[config.mk]
export PLATFORM = sky130hd
export DESIGN_NAME = bp_mem_cmd_rr_arbiter_flat
export DESIGN_NICKNAME = d
export VERILOG_FILES = /design/src/rtl/bp_mem_cmd_rr_arbiter_if.sv /design/src/rtl/bp_mem_cmd_rr_arbiter.sv /design/src/flat_wrapper.sv
export SDC_FILE = /design/constraint.sdc
export NUM_CORES = 1
export LEC_CHECK = 0
export CAP_MARGIN = 20
export CORE_AREA = 2 2 155 157
export CTS_CLUSTER_SIZE = 30
export DETAILED_ROUTE_END_ITERATION = 10
export DIE_AREA = 0 0 157 159
export DONT_BUFFER_PORTS = 1
export GPL_TIMING_DRIVEN = 0
export SYNTH_ARGS = -nofsm -noshare
export SYNTH_HDL_FRONTEND = slang
export SYNTH_SLANG_ARGS = --single-unit
[constraint.sdc]
create_clock -name clk_i -period 4.1 [get_ports clk_i]
set_input_delay 0.82 -clock clk_i [delete_from_list [all_inputs] [get_ports clk_i]]
set_output_delay 0.82 -clock clk_i [all_outputs]
set_load 0.02 [all_outputs]
[src/rtl/bp_mem_cmd_rr_arbiter_if.sv]
// Bundle of the two requester ports, the shared memory port and the
// in-flight count for the two-way BedRock lite memory arbiter.
// The slave modport is the arbiter's view. The master modport is the
// view of the environment that surrounds it: the requesters plus memory.
interface bp_mem_cmd_rr_arbiter_if #(
    parameter int msg_width_p = 64,
    parameter int els_p       = 4
);
    localparam int cnt_width_lp = $clog2(els_p + 1);

    logic [msg_width_p-1:0]  mem_cmd0_i;
    logic                    mem_cmd0_v_i;
    logic                    mem_cmd0_ready_and_o;
    logic [msg_width_p-1:0]  mem_cmd1_i;
    logic                    mem_cmd1_v_i;
    logic                    mem_cmd1_ready_and_o;

    logic [msg_width_p-1:0]  mem_cmd_o;
    logic                    mem_cmd_v_o;
    logic                    mem_cmd_ready_and_i;

    logic [msg_width_p-1:0]  mem_resp_i;
    logic                    mem_resp_v_i;
    logic                    mem_resp_ready_and_o;

    logic [msg_width_p-1:0]  mem_resp0_o;
    logic                    mem_resp0_v_o;
    logic                    mem_resp0_ready_and_i;
    logic [msg_width_p-1:0]  mem_resp1_o;
    logic                    mem_resp1_v_o;
    logic                    mem_resp1_ready_and_i;

    logic [cnt_width_lp-1:0] outstanding_o;

    modport slave (
        input  mem_cmd0_i, mem_cmd0_v_i, mem_cmd1_i, mem_cmd1_v_i,
        output mem_cmd0_ready_and_o, mem_cmd1_ready_and_o,
        output mem_cmd_o, mem_cmd_v_o,
        input  mem_cmd_ready_and_i,
        input  mem_resp_i, mem_resp_v_i,
        output mem_resp_ready_and_o,
        output mem_resp0_o, mem_resp0_v_o, mem_resp1_o, mem_resp1_v_o,
        input  mem_resp0_ready_and_i, mem_resp1_ready_and_i,
        output outstanding_o
    );

    modport master (
        output mem_cmd0_i, mem_cmd0_v_i, mem_cmd1_i, mem_cmd1_v_i,
        input  mem_cmd0_ready_and_o, mem_cmd1_ready_and_o,
        input  mem_cmd_o, mem_cmd_v_o,
        output mem_cmd_ready_and_i,
        output mem_resp_i, mem_resp_v_i,
        input  mem_resp_ready_and_o,
        input  mem_resp0_o, mem_resp0_v_o, mem_resp1_o, mem_resp1_v_o,
        output mem_resp0_ready_and_i, mem_resp1_ready_and_i,
        input  outstanding_o
    );
endinterface

[src/rtl/bp_mem_cmd_rr_arbiter.sv]
// Two-requester round-robin arbiter that shares one BedRock lite memory
// command/response channel. A 1-bit in-order ID FIFO remembers who issued
// each command, and each returning response is steered to that requester.
// Memory must answer in command order. At most els_p commands are in flight.
module bp_mem_cmd_rr_arbiter #(
    parameter int  msg_width_p  = 64,
    parameter int  els_p        = 4,
    localparam int cnt_width_lp = $clog2(els_p + 1)
) (
    input logic                   clk_i,
    input logic                   reset_i,
    bp_mem_cmd_rr_arbiter_if.slave bus
);
    localparam int ptr_width_lp = (els_p > 1) ? $clog2(els_p) : 1;
    localparam logic [ptr_width_lp-1:0] last_ptr_lp = ptr_width_lp'(els_p - 1);
    localparam logic [cnt_width_lp-1:0] els_cnt_lp  = cnt_width_lp'(els_p);

    logic                    last_r;
    logic                    lock_r;
    logic                    lock_id_r;
    logic [els_p-1:0]        id_mem_r;
    logic [ptr_width_lp-1:0] rptr_r;
    logic [ptr_width_lp-1:0] wptr_r;
    logic [cnt_width_lp-1:0] cnt_r;

    logic                    full;
    logic                    empty;
    logic                    head_id;
    logic                    grant_id;
    logic                    grant_v;
    logic                    cmd_v;
    logic                    cmd_hs;
    logic                    resp_ok;
    logic                    resp_ready;
    logic                    resp_hs;
    logic [msg_width_p-1:0]  cmd_sel;

    // Pointers wrap explicitly so that a depth which is not a power of two works.
    function automatic logic [ptr_width_lp-1:0] ptr_inc(input logic [ptr_width_lp-1:0] p);
        return (p == last_ptr_lp) ? '0 : p + ptr_width_lp'(1);
    endfunction

    // Full and empty come from registered state only. A pop in this cycle
    // does not free a slot for a push in the same cycle.
    assign full    = (cnt_r == els_cnt_lp);
    assign empty   = (cnt_r == '0);
    assign head_id = id_mem_r[rptr_r];

    // Grant selection: a locked grant first, then alternate on a tie, else the lone requester.
    always_comb begin
        // NOTE: every output of a combinational block gets a default first, so no path infers a latch.
        grant_id = 1'b0;
        grant_v  = 1'b0;
        if (lock_r) begin
            grant_id = lock_id_r;
            grant_v  = lock_id_r ? bus.mem_cmd1_v_i : bus.mem_cmd0_v_i;
        end else if (bus.mem_cmd0_v_i && bus.mem_cmd1_v_i) begin
            grant_id = ~last_r;
            grant_v  = 1'b1;
        end else if (bus.mem_cmd1_v_i) begin
            grant_id = 1'b1;
            grant_v  = 1'b1;
        end else if (bus.mem_cmd0_v_i) begin
            grant_id = 1'b0;
            grant_v  = 1'b1;
        end
    end

    // Outputs are qualified with reset_i so they drop at once when reset asserts,
    // without waiting for a clock edge. No ready input feeds any valid output.
    assign cmd_sel                  = grant_id ? bus.mem_cmd1_i : bus.mem_cmd0_i;
    assign cmd_v                    = grant_v & ~full & ~reset_i;
    assign cmd_hs                   = cmd_v & bus.mem_cmd_ready_and_i;
    assign bus.mem_cmd_o            = cmd_sel;
    assign bus.mem_cmd_v_o          = cmd_v;
    assign bus.mem_cmd0_ready_and_o = cmd_v & ~grant_id & bus.mem_cmd_ready_and_i;
    assign bus.mem_cmd1_ready_and_o = cmd_v &  grant_id & bus.mem_cmd_ready_and_i;

    assign resp_ok                  = ~empty & ~reset_i;
    assign resp_ready               = resp_ok & (head_id ? bus.mem_resp1_ready_and_i
                                                         : bus.mem_resp0_ready_and_i);
    assign resp_hs                  = bus.mem_resp_v_i & resp_ready;
    assign bus.mem_resp_ready_and_o = resp_ready;
    assign bus.mem_resp0_v_o        = bus.mem_resp_v_i & resp_ok & ~head_id;
    assign bus.mem_resp1_v_o        = bus.mem_resp_v_i & resp_ok &  head_id;
    assign bus.mem_resp0_o          = bus.mem_resp_i;
    assign bus.mem_resp1_o          = bus.mem_resp_i;
    assign bus.outstanding_o        = cnt_r;

    // Arbitration history, the lock, the FIFO pointers and the in-flight count.
    always_ff @(posedge clk_i or posedge reset_i) begin
        // NOTE: state registers use non-blocking assignment, so every register samples pre-edge values.
        if (reset_i) begin
            last_r    <= 1'b1;
            lock_r    <= 1'b0;
            lock_id_r <= 1'b0;
            rptr_r    <= '0;
            wptr_r    <= '0;
            cnt_r     <= '0;
        end else begin
            if (cmd_hs) begin
                last_r <= grant_id;
                lock_r <= 1'b0;
                wptr_r <= ptr_inc(wptr_r);
            end else if (cmd_v) begin
                // Offered but not accepted: keep the same requester until memory takes it.
                lock_r    <= 1'b1;
                lock_id_r <= grant_id;
            end
            if (resp_hs) begin
                rptr_r <= ptr_inc(rptr_r);
            end
            case ({cmd_hs, resp_hs})
                2'b10:   cnt_r <= cnt_r + cnt_width_lp'(1);
                2'b01:   cnt_r <= cnt_r - cnt_width_lp'(1);
                default: cnt_r <= cnt_r;
            endcase
        end
    end

    // ID storage: record the winner of each accepted command.
    always_ff @(posedge clk_i) begin
        // NOTE: the storage array is not reset. cnt_r and the pointers decide which entries are live.
        if (cmd_hs) begin
            id_mem_r[wptr_r] <= grant_id;
        end
    end

    // Memory must answer only commands that it has received.
    assert property (@(posedge clk_i) disable iff (reset_i) !(bus.mem_resp_v_i && empty))
        else $error("unexpected mem_resp");

endmodule

[src/flat_wrapper.sv]
// flat-port wrapper written by rule: the top's interface ports become plain ports
module bp_mem_cmd_rr_arbiter_flat 
#(
    parameter int  msg_width_p  = 64,
    parameter int  els_p        = 4,
    localparam int cnt_width_lp = $clog2(els_p + 1)
)
  (clk_i, reset_i, bus_mem_cmd0_i, bus_mem_cmd0_v_i, bus_mem_cmd1_i, bus_mem_cmd1_v_i, bus_mem_cmd0_ready_and_o, bus_mem_cmd1_ready_and_o, bus_mem_cmd_o, bus_mem_cmd_v_o, bus_mem_cmd_ready_and_i, bus_mem_resp_i, bus_mem_resp_v_i, bus_mem_resp_ready_and_o, bus_mem_resp0_o, bus_mem_resp0_v_o, bus_mem_resp1_o, bus_mem_resp1_v_o, bus_mem_resp0_ready_and_i, bus_mem_resp1_ready_and_i, bus_outstanding_o);
  bp_mem_cmd_rr_arbiter_if #(.msg_width_p(msg_width_p), .els_p(els_p)) bus_i ();
  input logic clk_i;
  input logic reset_i;
  input wire logic [$bits(bus_i.mem_cmd0_i)-1:0] bus_mem_cmd0_i;
  input wire logic [$bits(bus_i.mem_cmd0_v_i)-1:0] bus_mem_cmd0_v_i;
  input wire logic [$bits(bus_i.mem_cmd1_i)-1:0] bus_mem_cmd1_i;
  input wire logic [$bits(bus_i.mem_cmd1_v_i)-1:0] bus_mem_cmd1_v_i;
  output wire logic [$bits(bus_i.mem_cmd0_ready_and_o)-1:0] bus_mem_cmd0_ready_and_o;
  output wire logic [$bits(bus_i.mem_cmd1_ready_and_o)-1:0] bus_mem_cmd1_ready_and_o;
  output wire logic [$bits(bus_i.mem_cmd_o)-1:0] bus_mem_cmd_o;
  output wire logic [$bits(bus_i.mem_cmd_v_o)-1:0] bus_mem_cmd_v_o;
  input wire logic [$bits(bus_i.mem_cmd_ready_and_i)-1:0] bus_mem_cmd_ready_and_i;
  input wire logic [$bits(bus_i.mem_resp_i)-1:0] bus_mem_resp_i;
  input wire logic [$bits(bus_i.mem_resp_v_i)-1:0] bus_mem_resp_v_i;
  output wire logic [$bits(bus_i.mem_resp_ready_and_o)-1:0] bus_mem_resp_ready_and_o;
  output wire logic [$bits(bus_i.mem_resp0_o)-1:0] bus_mem_resp0_o;
  output wire logic [$bits(bus_i.mem_resp0_v_o)-1:0] bus_mem_resp0_v_o;
  output wire logic [$bits(bus_i.mem_resp1_o)-1:0] bus_mem_resp1_o;
  output wire logic [$bits(bus_i.mem_resp1_v_o)-1:0] bus_mem_resp1_v_o;
  input wire logic [$bits(bus_i.mem_resp0_ready_and_i)-1:0] bus_mem_resp0_ready_and_i;
  input wire logic [$bits(bus_i.mem_resp1_ready_and_i)-1:0] bus_mem_resp1_ready_and_i;
  output wire logic [$bits(bus_i.outstanding_o)-1:0] bus_outstanding_o;
  assign bus_i.mem_cmd0_i = bus_mem_cmd0_i;
  assign bus_i.mem_cmd0_v_i = bus_mem_cmd0_v_i;
  assign bus_i.mem_cmd1_i = bus_mem_cmd1_i;
  assign bus_i.mem_cmd1_v_i = bus_mem_cmd1_v_i;
  assign bus_mem_cmd0_ready_and_o = bus_i.mem_cmd0_ready_and_o;
  assign bus_mem_cmd1_ready_and_o = bus_i.mem_cmd1_ready_and_o;
  assign bus_mem_cmd_o = bus_i.mem_cmd_o;
  assign bus_mem_cmd_v_o = bus_i.mem_cmd_v_o;
  assign bus_i.mem_cmd_ready_and_i = bus_mem_cmd_ready_and_i;
  assign bus_i.mem_resp_i = bus_mem_resp_i;
  assign bus_i.mem_resp_v_i = bus_mem_resp_v_i;
  assign bus_mem_resp_ready_and_o = bus_i.mem_resp_ready_and_o;
  assign bus_mem_resp0_o = bus_i.mem_resp0_o;
  assign bus_mem_resp0_v_o = bus_i.mem_resp0_v_o;
  assign bus_mem_resp1_o = bus_i.mem_resp1_o;
  assign bus_mem_resp1_v_o = bus_i.mem_resp1_v_o;
  assign bus_i.mem_resp0_ready_and_i = bus_mem_resp0_ready_and_i;
  assign bus_i.mem_resp1_ready_and_i = bus_mem_resp1_ready_and_i;
  assign bus_outstanding_o = bus_i.outstanding_o;
  bp_mem_cmd_rr_arbiter #(.msg_width_p(msg_width_p), .els_p(els_p)) u_core (.clk_i(clk_i), .reset_i(reset_i), .bus(bus_i));
endmodule
==> summary.md, run 1 <==
| Metric | Value |
|---|---|
| Total CTS buffers | `3` |
| Seq/Total Area, Yosys | `14.8%` |
| Flop2flop setup slack | `between 1000 and 1500 ps` |
| Syn Inst Count | `268` |
| Mapped Area | `2510 um2` |
| Flip-flop and latch count after synthesis | `14` |
| DR pass1 iterations | `4` |
| Worst slew pin tran | `about 570 ps` |
| Final setup viols | `0` |
| Max-slew headroom | `61.8%` |
| Global-route wire length before repair | `11000 um` |
| Power Total | `roughly 1.8 mW` |
| Worst path max stage delay | `470 ps` |
| Post-Route Skew | `3.72 ps` |
| Vias in the first global route | `1775` |
| Clock Sinks | `14` |
| Reg-to-reg critical path endpoint | `u_core.bus.outstanding_o[2]$_DFFE_PP0P_` |
| Worst hold path class | `input port to asynchronous set/reset pin` |
| DIE HEIGHT | `159 um` |
| Data required, critical path | `3280 ps` |
| Filler Cell Count | `approximately 2600` |
| Netlist cell types | `26` |
| Pwr Density | `a little over 600 nW/um2` |
| Fin. max-slew vios | `0` |
| Fraction of layout cells with a size suffix above 1 | `73.9%` |
| Post-CTS setup buffer count | `0` |
| Core Area | `~23000 um2` |
| H-Tree Depth | `1` |
| Startpoint Class | `input port` |
| Port buffer count | `0` |
| Post-route ant nets | `0` |
| TNS Setup | `0 ps` |
| Initial antenna violation count | `6` |
| Finished Cell Area | `~3000 um2` |
| Clk slew on worst S/H paths | `50 ps` |
| Worst-skew pair later-pin latency | `between 200 and 250 ps` |
| Synthesized area per cell | `between 9 and 10 um2` |
| Vias | `1841` |
| Max clock buf depth | `2` |
| Initial DRC Count | `36` |
| Peak fanout along the critical path | `10` |
| Post-DP Area | `2910 um2` |
| RSZ-0062 raised after global routing | `false` |
| Reg2Reg Depth | `9` |
| Final #Nets | `between 400 and 500` |
| Leak | `1.31 nW` |
| Critical path cell sequence | `nand2_1 -> nand2_1 -> o21a_1 -> buf_2 -> buf_2 -> mux2_1` |
| Via/cell ratio | `3.08` |
| Fmax | `324 MHz` |
| GR Overflow Total | `0` |
| GP Congestion | `0.872` |
| Synthesis warning total | `0` |
| # hold bufs at CTS | `0` |
| Row count | `56` |
| Status | `complete, no violations` |
| Full die area | `25000 um2` |
| Finished Layout Cells | `approximately 600` |
| Placed cell count | `587` |
| Largest net degree at the start of global routing | `13` |
| Root buf cell | `clkbuf_16` |
| R2R Path Start | `u_core.rptr_r[0]$_DFFE_PP0P_` |
| Crit. End Element | `primary output` |
| Minimum clock period | `between 3000 and 4000 ps` |
| Die X | `roughly 160 um` |
| # IOs | `401` |
| Initial Util | `10.8%` |
| Slowest library cell on the worst path | `mux2_1` |
| Routed len/inst | `approximately 15 um` |
| CTS tree | `built` |
| CP arrival | `between 2000 and 2500 ps` |
| HPWL Detailed | `8450 um` |
| Net Count, Synth | `475` |
| Max_cap viols | `0` |
| DRC | `0` |
| Final hold violation count | `0` |
| Total length of routed wires | `between 9000 and 10000 um` |
| GRT Overall Usage | `around 6.2%` |
| Peak supply drop | `0.000322 V` |
| Setup Crit Path Kind | `input port to primary output` |
| Period utilization | `75.4%` |
| Synth-to-Final Area Change | `19.6%` |
| Post-CTS sizing | `0` |
[worst max path at each step]
stage                               endpoint  cells after the start  slack, ps              from
finish                     bus_mem_cmd_o[28]                      6       1010  bus_mem_cmd0_v_i
global placement           bus_mem_cmd_o[28]                      6        930  bus_mem_cmd0_v_i
floorplan           bus_mem_cmd0_ready_and_o                      4       1360           reset_i
global route               bus_mem_cmd_o[28]                      6        840  bus_mem_cmd0_v_i
CTS                        bus_mem_cmd_o[28]                      6        910  bus_mem_cmd0_v_i
detailed placement         bus_mem_cmd_o[28]                      6        910  bus_mem_cmd0_v_i
[placed cells by master, fill, tap and decap left out]
master,Yosys,routed
buf_4,128,128
mux2_2,59,59
mux2_1,10,10
nor2_1,9,9
dfrtp_1,9,9
inv_1,8,8
buf_2,7,7
diode_2,0,6
ha_1,6,6
nand2_1,4,4
and3_1,4,4
edfxtp_1,4,4
mux2i_1,3,3
clkbuf_16,0,3
o21a_1,2,2
a21oi_1,2,2
xor2_1,2,2
o21bai_1,1,1
a221oi_4,1,1
nand2_2,1,1
xnor2_1,1,1
a31oi_1,1,1
or3_1,1,1
nand3_1,1,1
mux4_2,1,1
nor2b_1,1,1
fa_1,1,1
clkinv_1,0,1
dfstp_2,1,1
[critical path, delay by kind of cell]
family / cells / cell delay, ps
buffers and inverters: 2 / 640
muxes: 1 / 470
and+or+nand+nor: 2 / 90
AOI/OAI and AO/OA: 1 / 240
[cells by family after synthesis]
kind of cell             after synthesis  synth area share [%]
AO/OA/AOI/OAI                          7                  2.59
XOR/XNOR                               3                  1.05
adder cells (fa/ha/maj)                7                  3.79
buffers and inverters                143                  40.9
flip-flops                            14                  14.8
multiplexers                          73                  33.0
AND/OR/NAND/NOR                       21                  3.89
[final cells by class]
| class | count | area (um2) | area share [%] |
|---|---|---|---|
| multi-input combinational | 111 | 1110 | 37.1 |
| buffer | 135 | 996 | 33.2 |
| tap | 319 | 399 | 13.3 |
| sequential | 14 | 372 | 12.4 |
| clock buffer | 3 | 75.1 | 2.50 |
| inverter | 8 | 30.0 | 1.00 |
| antenna | 6 | 15.0 | 0.500 |
| clock inverter | 1 | 3.75 | 0.125 |
[power breakdown]
part	internal (mW)	switching [mW]	leakage [nW]
sequential	0.209	0.0867	0.151
clock	0.129	0.0531	0.0386
combinational	0.509	0.857	1.12
total	0.847	0.997	1.31
[flip-flops by register name (all words and copies together) (netlist names)]
signal / flops
u_core.bus.outstanding_o: 3
u_core.id_mem_r: 4
u_core.last_r: 1
u_core.lock_id_r: 1
u_core.lock_r: 1
u_core.rptr_r: 2
u_core.wptr_r: 2
[synthesized netlist by cell type, drive strengths merged]
cell type / number / area, um2
a21oi: 2 / 10.0
a221oi: 1 / 26.3
a31oi: 1 / 6.26
and3: 4 / 25.0
buf: 135 / 996
dfrtp: 9 / 225
dfstp: 1 / 26.3
edfxtp: 4 / 120
fa: 1 / 20.0
ha: 6 / 75.1
inv: 8 / 30.0
mux2: 69 / 777
mux2i: 3 / 30.0
mux4: 1 / 22.5
nand2: 5 / 21.3
nand3: 1 / 5.00
nor2: 9 / 33.8
nor2b: 1 / 6.26
o21a: 2 / 15.0
o21bai: 1 / 7.51
or3: 1 / 6.26
xnor2: 1 / 8.76
xor2: 2 / 17.5
[per-layer routing]
layer	vias up	global-route usage, %	share of wire, %
met1	833	7.15	36
met2	214	10.8	49
li1	776	-	-
met5	-	0	0
met4	0	3.59	4.9
met3	18	0.735	10
[per-stage QoR]
stage	utilization, %	hold WS, ps	worst slack [ps]
global route	13.0	518	844
floorplan	-	493	1360
CTS	12.9	498	914
finish	13.0	479	1010
detailed placement	12.5	529	912
global placement	12.5	516	931
(Power assumes the default switching activity.)
==> inputs of run 2 (changes only) <==
- clock period: 4.1 -> 2.9 ns (I/O delays scaled with it)
==> run 2 against run 1 <==
  * Global-route usage unchanged
  * Register-to-register slack worse by 1200 ps
  * Sequential cell count did not move
  * Clock-buffer cell count did not move
  * Worst hold slack got worse by 250 ps
  * Critical endpoint is now bus_mem_cmd0_ready_and_o
  * Highest routed layer unchanged
  * Final area barely moved
  * Routed wire length about the same
==> summary.md, run 2 (synthesized netlist as in run 1, its figures left out) <==
| Metric | Value |
|---|---|
| Worst slew pin tran | `582 ps (+10.0 ps)` |
| DIE HEIGHT | `159 um (unchanged)` |
| CTS tree | `built` |
| Post-route ant nets | `0 (unchanged)` |
| Routed len/inst | `15.2 um (about the same)` |
| Crit. End Element | `primary output` |
| Leak | `1.31 nW (about the same)` |
| Max_cap viols | `0 (unchanged)` |
| Initial DRC Count | `39 (+8.3%)` |
| Port buffer count | `0 (unchanged)` |
| Worst path max stage delay | `590 ps (+120 ps)` |
| Clk slew on worst S/H paths | `50 ps (about the same)` |
| DR pass1 iterations | `4 (unchanged)` |
| DRC | `0 (unchanged)` |
| Initial Util | `10.8% (unchanged)` |
| Fin. max-slew vios | `0 (unchanged)` |
| Commonest non-fill, non-tap cell in the layout | `buf_4` |
| CP arrival | `2180 ps (-90 ps)` |
| Minimum clock period | `~2800 ps` |
| Row count | `56 (unchanged)` |
| Clock share of power | `9.8% (about the same)` |
| Worst-skew pair later-pin latency | `240 ps (about the same)` |
| Core Area | `23200 um2 (unchanged)` |
| HPWL Detailed | `8450 um (unchanged)` |
| Post-CTS setup buffer count | `0 (unchanged)` |
| Via/cell ratio | `3.09 (+0.27%)` |
| Sequential Power Share | `16.0% (about the same)` |
| # IOs | `401 (unchanged)` |
| Finished Cell Area | `3010 um2 (about the same)` |
| Final #Nets | `480 (unchanged)` |
| Synth-to-Final Area Change | `19.7% (about the same)` |
| Number of flip-flops under the largest register name | `4 (unchanged)` |
| Max-slew headroom | `61.2% (-0.67 points)` |
| Period utilization | `a little over nine tenths` |
| R2R Path Start | `u_core.rptr_r[0]$_DFFE_PP0P_` |
| Fmax | `362 MHz` |
| Die X | `157 um (unchanged)` |
| Slowest library cell on the worst path | `a221oi_4` |
| Post-DP Area | `2910 um2 (unchanged)` |
| Full die area | `25000 um2 (unchanged)` |
| Largest net degree at the start of global routing | `13 (unchanged)` |
| Critical path cell sequence | `nor2_1 -> a221oi_4 -> nand2_2 -> nor2_1` |
| Final setup viols | `0 (unchanged)` |
| Post-Route Skew | `3.72 ps (+0.00311 ps)` |
| Total CTS buffers | `3 (unchanged)` |
| Power Total | `2.61 mW (+42%)` |
| Total length of routed wires | `9090 um (about the same)` |
| Data required, critical path | `2320 ps (-960 ps)` |
| Top reg by flops | `u_core.id_mem_r` |
| Finished Layout Cells | `597 (unchanged)` |
| GRT Overall Usage | `6.18% (unchanged)` |
| CP top delay family | `simple AND/OR/NAND/NOR gates` |
| TNS Setup | `0 ps (unchanged)` |
| Final setup margin | `139 ps (-870 ps)` |
| H-Tree Depth | `1 (unchanged)` |
| Crit path top cell by count | `nor2_1` |
| Net Switching | `1.41 mW (+41%)` |
| CP Buf/Inv Count | `0 (-2)` |
| Max clock buf depth | `2 (unchanged)` |
| Reg2Reg Depth | `9 (unchanged)` |
| Worst hold path class | `input port to asynchronous set/reset pin` |
| Pre-CTS setup slack | `183 ps (-729 ps)` |
| RSZ-0062 raised after global routing | `true` |
| Combinational power share | `74.2% (about the same)` |
| Initial antenna violation count | `6 (unchanged)` |
| Sw frac | `53.9% (-0.15 points)` |
| Peak supply drop | `0.000461 V (+43%)` |
| Placed cell count | `587 (unchanged)` |
| GR Overflow Total | `0 (unchanged)` |
| Status | `complete, no violations` |
| Root buf cell | `clkbuf_16` |
| GP Congestion | `0.872 (unchanged)` |
| Reg-to-reg critical path endpoint | `u_core.bus.outstanding_o[2]$_DFFE_PP0P_` |
| Vias in the first global route | `1775 (unchanged)` |
| Final hold violation count | `0 (unchanged)` |
| Startpoint Class | `register` |
| Global-route wire length before repair | `11000 um (unchanged)` |
| Pwr Density | `868 nW/um2 (+41%)` |
| Setup Crit Path Kind | `register to primary output` |
| Vias | `1846 (+0.27%)` |
| Most frequent cells in the layout | `129 x buf_4, 59 x mux2_2, 10 x mux2_1` |
| Flop2flop setup slack | `290 ps (-1200 ps)` |
| Fraction of layout cells with a size suffix above 1 | `73.9% (unchanged)` |
| Int Pwr | `1.20 mW (+42%)` |
| Clock Sinks | `14 (unchanged)` |
| Peak fanout along the critical path | `8 (-2)` |
## run 2: layout make-up
cell class / instances / area [um2]
well taps: 319 / 399
plain buffers: 135 / 998
inverters: 8 / 30.0
fillers: 2622 / 20200
clock inverters: 1 / 3.75
flip-flops and latches: 14 / 372
clock buffers: 3 / 75.1
multi-input cells: 111 / 1110
diodes: 6 / 15.0
## run 2: metrics by stage
stage | hold WS (ps) | utilization, %
final | 234 | 13.0
after global placement | 510 | 12.5
after floorplan | 435 | -
after detailed placement | 515 | 12.5
after CTS | 258 | 12.9
after global routing | 278 | 13.0
## run 2: power groups by stage
stage	clock network (mW)	logic, mW	registers [mW]
3_3_place_gp	0	1.95	0.418
4_1_cts	0.262	1.98	0.421
5_1_grt	0.269	2.07	0.434
3_5_place_dp	0	1.96	0.424
6_report	0.257	1.94	0.417
2_1_floorplan	0	1.67	0.391
## run 2: worst max path at each step
stage                                                    endpoint  slack (ps)  depth (start not counted)                                     from
after floorplan           u_core.bus.outstanding_o[2]$_DFFE_PP0P_         590                          9             u_core.rptr_r[0]$_DFFE_PP0P_
after global placement                          bus_mem_cmd_o[28]         210                          6                         bus_mem_cmd0_v_i
after detailed placement  u_core.bus.outstanding_o[2]$_DFFE_PP0P_         180                          9                                  reset_i
after CTS                                bus_mem_cmd0_ready_and_o          40                          4  u_core.bus.outstanding_o[0]$_DFFE_PP0P_
after global routing                     bus_mem_cmd0_ready_and_o         -30                          4  u_core.bus.outstanding_o[0]$_DFFE_PP0P_
final                                    bus_mem_cmd0_ready_and_o         140                          4  u_core.bus.outstanding_o[0]$_DFFE_PP0P_
## run 2: timing repair
item,CTS,global route
hold buffers,0,0
setup endpoints to repair,1,2
resized for setup,1,0
hold endpoints to repair,0,0
## run 2: metal layers
metal	wire length, um	vias up	GRT usage (%)
met5	0	-	0
met4	445	0	3.59
met3	901	18	0.735
met2	4460	214	10.8
met1	3280	836	7.15
li1	-	778	-
